[config.mk]
export PLATFORM = sky130hd
export DESIGN_NAME = sensor_input_conditioner
export DESIGN_NICKNAME = d
export VERILOG_FILES = /design/src/rtl/sensor_input_conditioner.sv
export SDC_FILE = /design/constraint.sdc
export NUM_CORES = 1
export LEC_CHECK = 0
export ABC_AREA = 0
export ABC_CLOCK_PERIOD_IN_PS = 1900
export CORE_AREA = 10 10 94 79
export DETAILED_ROUTE_END_ITERATION = 8
export DIE_AREA = 0 0 104 89
export PLACE_DENSITY = 0.72
export SLEW_MARGIN = 20
export SYNTH_ARGS = -nofsm -noshare
export SYNTH_HDL_FRONTEND = slang
export SYNTH_SLANG_ARGS = --single-unit
[constraint.sdc]
create_clock -name clock -period 1.9 [get_ports clock]
set_input_delay 0.38 -clock clock [delete_from_list [all_inputs] [get_ports clock]]
set_output_delay 0.38 -clock clock [all_outputs]
set_load 0.05 [all_outputs]
[src/rtl/sensor_input_conditioner.sv]
// Field sensor front end: two-flop sync, per-line debounce,
// startup validity, water-probe conflict flag and change strobe.
module sensor_input_conditioner #(
  parameter int DEBOUNCE_CYCLES = 16
) (
  input  logic clock,
  input  logic reset,
  input  logic raw_low_water_level,
  input  logic raw_mid_water_level,
  input  logic raw_high_water_level,
  input  logic raw_earth_humidity,
  input  logic raw_air_humidity,
  input  logic raw_low_temperature,
  output logic low_water_level,
  output logic mid_water_level,
  output logic high_water_level,
  output logic earth_humidity,
  output logic air_humidity,
  output logic low_temperature,
  output logic conflicting_values,
  output logic sensors_valid,
  output logic sensors_changed
);

  localparam int CNT_W = $clog2(DEBOUNCE_CYCLES) + 1;
  localparam int N = 6;
  localparam logic [CNT_W-1:0] CNT_LAST =
    CNT_W'(DEBOUNCE_CYCLES - 1);
  localparam logic [CNT_W-1:0] SU_LAST =
    CNT_W'(DEBOUNCE_CYCLES + 1);

  logic [N-1:0]     raw;
  logic [N-1:0]     sync1;
  logic [N-1:0]     sync2;
  logic [N-1:0]     stable;
  logic [N-1:0]     gated;
  logic [N-1:0]     gated_q;
  logic [CNT_W-1:0] cnt [N];
  logic [CNT_W-1:0] su_cnt;
  logic             valid;
  logic             conflict;
  logic             changed;

  // bit 5 = low probe ... bit 0 = low temperature
  assign raw = {
    raw_low_water_level,
    raw_mid_water_level,
    raw_high_water_level,
    raw_earth_humidity,
    raw_air_humidity,
    raw_low_temperature
  };

  always_ff @(posedge clock or posedge reset) begin
    if (reset) begin
      sync1 <= '0;
      sync2 <= '0;
    end else begin
      sync1 <= raw;
      sync2 <= sync1;
    end
  end

  always_ff @(posedge clock or posedge reset) begin
    if (reset) begin
      stable <= '0;
      for (int i = 0; i < N; i++) begin
        cnt[i] <= '0;
      end
    end else begin
      for (int i = 0; i < N; i++) begin
        if (sync2[i] == stable[i]) begin
          cnt[i] <= '0;
        end else if (cnt[i] == CNT_LAST) begin
          stable[i] <= sync2[i];
          cnt[i]    <= '0;
        end else begin
          cnt[i] <= cnt[i] + 1'b1;
        end
      end
    end
  end

  // Counter stops one short of the settle edge so it always
  // fits in CNT_W; the valid flop supplies the final step.
  always_ff @(posedge clock or posedge reset) begin
    if (reset) begin
      su_cnt <= '0;
      valid  <= 1'b0;
    end else begin
      if (su_cnt != SU_LAST) begin
        su_cnt <= su_cnt + 1'b1;
      end
      if (su_cnt == SU_LAST) begin
        valid <= 1'b1;
      end
    end
  end

  assign gated = stable & {N{valid}};

  always_ff @(posedge clock or posedge reset) begin
    if (reset) begin
      gated_q  <= '0;
      changed  <= 1'b0;
      conflict <= 1'b0;
    end else begin
      gated_q  <= gated;
      changed  <= (gated != gated_q);
      conflict <= valid &
        ((gated[4] & ~gated[5]) |
         (gated[3] & ~gated[4]));
    end
  end

  assign low_water_level    = gated[5];
  assign mid_water_level    = gated[4];
  assign high_water_level   = gated[3];
  assign earth_humidity     = gated[2];
  assign air_humidity       = gated[1];
  assign low_temperature    = gated[0];
  assign conflicting_values = conflict;
  assign sensors_valid      = valid;
  assign sensors_changed    = changed;

endmodule

==> run_results.csv <==
group,metric,value,unit
run_status,status,"completed",
worst_setup_path,crit_path_max_fanout,1,
placement,place_inst,289,
routing,vias,1413,
routing,drtAntennaViolNets,0,
power_and_ir_drop,p_per_area,831,nW/um^2
cells_and_area,antenna_cells,0,
yosys,synth.avg_cell_area,12.7,um^2
yosys,synth-seq-area-share,63.9,%
die,core,5690,um^2
routing,routed_wl,3790,um
placement,place_area,2800,um^2
clocking,path_clk_slew,60,ps
worst_setup_path,rr_startpoint,"sensors_valid",
placement,dpl.hpwl,2640,um
worst_setup_path,cp-end-kind,"primary output",
die,rows,25,
cells_and_area,final_cell_mix,"dfrtp_1 (62), nor2_1 (24), xor2_1 (21)",
worst_setup_path,cp_cell_sequence,"clkdlybuf4s50_1",
cells_and_area,area_growth,21.5,%
clocking,ctsHoldBuffers,0,
routing,drt_iter0_markers,28,
sta,clock-skew-final,5.09,ps
placement,place_congestion,0.700,
grt,grt_pass1_wl,6800,um
yosys,ys_warn_count,0,
worst_setup_path,crit_type,"flop to primary output",
worst_setup_path,startpoint_type,"flop",
clocking,cts_tree,"done",
sta,holdWs,348,ps
yosys,syn_inst,191,
job,maxCapViolCount,0,
worst_setup_path,r2r_end,"sensors_changed",
yosys,synthArstFlopShare,100,%
worst_setup_path,crit_arrival,1450,ps
routing,route.detailed.drc,0,
yosys,synth_seq_cells,62,
die,io_pins,17,
cells_and_area,nNetsFinal,235,
clocking,clk-insertion-delay-late,340,ps
clocking,post-cts-setup-buffer-count,0,
sta,max_freq,547,MHz
worst_setup_path,critPathTopFamily,"buffers and inverters",
cells_and_area,fin_cells,303,
grt,grt_pass1_vias,1521,
cells_and_area,final_common_cell,"dfrtp_1",
sta,rsz0062_at_grt,"no",
worst_setup_path,slowest_stage,"clkdlybuf4s50_1",
worst_setup_path,critPathRequiredTime,1520,ps
sta,setup_viol,0,
sta,tightest_slew,495,ps
cells_and_area,drive_above_1_share,16.2,%
grt,grtUsageTotal,9.43,%
placement,port_buffers,16,
die,start_util,42.7,%
sta,final.min_clock_period,1830,ps
sta,finalCritPeriodShare,96.3,%
routing,viasPerCell,4.66,
routing,drtPass1Iterations,4,
clocking,clk_root_buffer_cell,"clkbuf_8",
clocking,cts-resized-gates,0,
worst_setup_path,regToRegSetupSlack,340,ps
die,die_h,89,um
worst_setup_path,critPathMaxStageDelay,790,ps
sta,maxSlewHeadroom,66.9,%
yosys,synthFlopType,"dfrtp_1",
die,die_x,104,um
cells_and_area,stdcell_area,2950,um^2
yosys,syn_nets,207,
yosys,synth.distinct_cells,27,
clocking,clk_path_buf_depth,2,
routing,wl_per_cell,12.5,um
worst_setup_path,cp_num_buf_inv,1,
yosys,synth_area,2430,um^2
hold_path,hold_path_class,"input port to async pin",
sta,hold_violations,0,
die,die_area,9260,um^2
clocking,cts_buffers,9,
worst_setup_path,r2r_cells,5,
clocking,clock_tree.htree_level_count,3,
power_and_ir_drop,total_leakage_power,1.47,nW
grt,antenna_found_initial,0,
grt,grt_max_degree,23,
grt,grt_overflow,0,
clocking,cts_sinks,62,
power_and_ir_drop,peakVddDrop,0.000455,V
sta,setup-tns-final,0,ps
yosys,synth_edf_count,0,
sta,slew_violations,0,
## kinds of logic after synthesis
| family | after synthesis | synth area share [%] |
|---|---|---|
| AO/OA/AOI/OAI | 14 | 3.40 |
| XOR/XNOR | 26 | 9.38 |
| adder cells (fa/ha/maj) | 8 | 4.12 |
| buffers and inverters | 8 | 1.75 |
| flip-flops | 62 | 63.9 |
| multiplexers | 6 | 2.78 |
| AND/OR/NAND/NOR | 67 | 14.7 |
## worst max path at each step
| stage | from | to | slack [ps] | cells after the start |
|---|---|---|---|---|
| CTS | conflicting_values | conflicting_values | 40 | 1 |
| detailed placement | sensors_valid | sensors_changed | 370 | 3 |
| global route | conflicting_values | conflicting_values | 8 | 1 |
| floorplan | sensors_valid | sensors_changed | 100 | 3 |
| global placement | sensors_valid | sensors_changed | 410 | 3 |
| finish | conflicting_values | conflicting_values | 70 | 1 |
## sequential cells by signal, summed over array words and instances, names as in the netlist
| signal | flops |
|---|---|
| gated_q | 6 |
| sensors_changed | 1 |
| sensors_valid | 1 |
| su_cnt | 5 |
| cnt | 30 |
| conflicting_values | 1 |
| sync2 | 6 |
| sync1 | 6 |
| stable | 6 |
## synth_stat cells, drive strengths merged, types with 2 or more instances
library cell	instances	area, um^2
and2	15	93.8
and3	6	37.5
and4bb	2	25.0
buf	3	23.8
dfrtp	62	1550
ha	8	100
inv	5	18.8
mux2	6	67.6
nand2	2	7.51
nand3	15	80.1
nor2	24	90.1
o21ai	9	45.0
xnor2	5	43.8
xor2	21	184
## stage by stage
step / utilization [%] / worst slack (ps) / total power, W
after CTS: 51.8 / 39.0 / 0.00250
after global routing: 51.8 / 7.57 / 0.00258
after detailed placement: 49.1 / 371 / 0.00154
after floorplan: - / 105 / 0.00149
final: 51.8 / 70.2 / 0.00245
after global placement: 49.1 / 408 / 0.00153
## cell type report
cell class	count	area [um^2]
multi-input cells	121	837
clock buffers	12	145
clock inverters	2	10.0
repair buffers	20	283
inverters	5	22.5
fillers	519	2740
well taps	81	101
flip-flops and latches	62	1550
## layer usage
| metal | wire [um] | GRT usage [%] | up-vias |
|---|---|---|---|
| met5 | 0 | 0 | - |
| met4 | 105 | 6.05 | 0 |
| met3 | 148 | 4.18 | 12 |
| met2 | 1800 | 15.2 | 15 |
| met1 | 1730 | 10.2 | 695 |
| li1 | - | - | 691 |
## power by group
group / switching, W / leakage (nW) / internal [W]
registers: 0.0000290 / 0.807 / 0.00137
logic: 0.0000613 / 0.581 / 0.0000546
clock network: 0.000451 / 0.0821 / 0.000490
(Power assumes the default switching activity.)
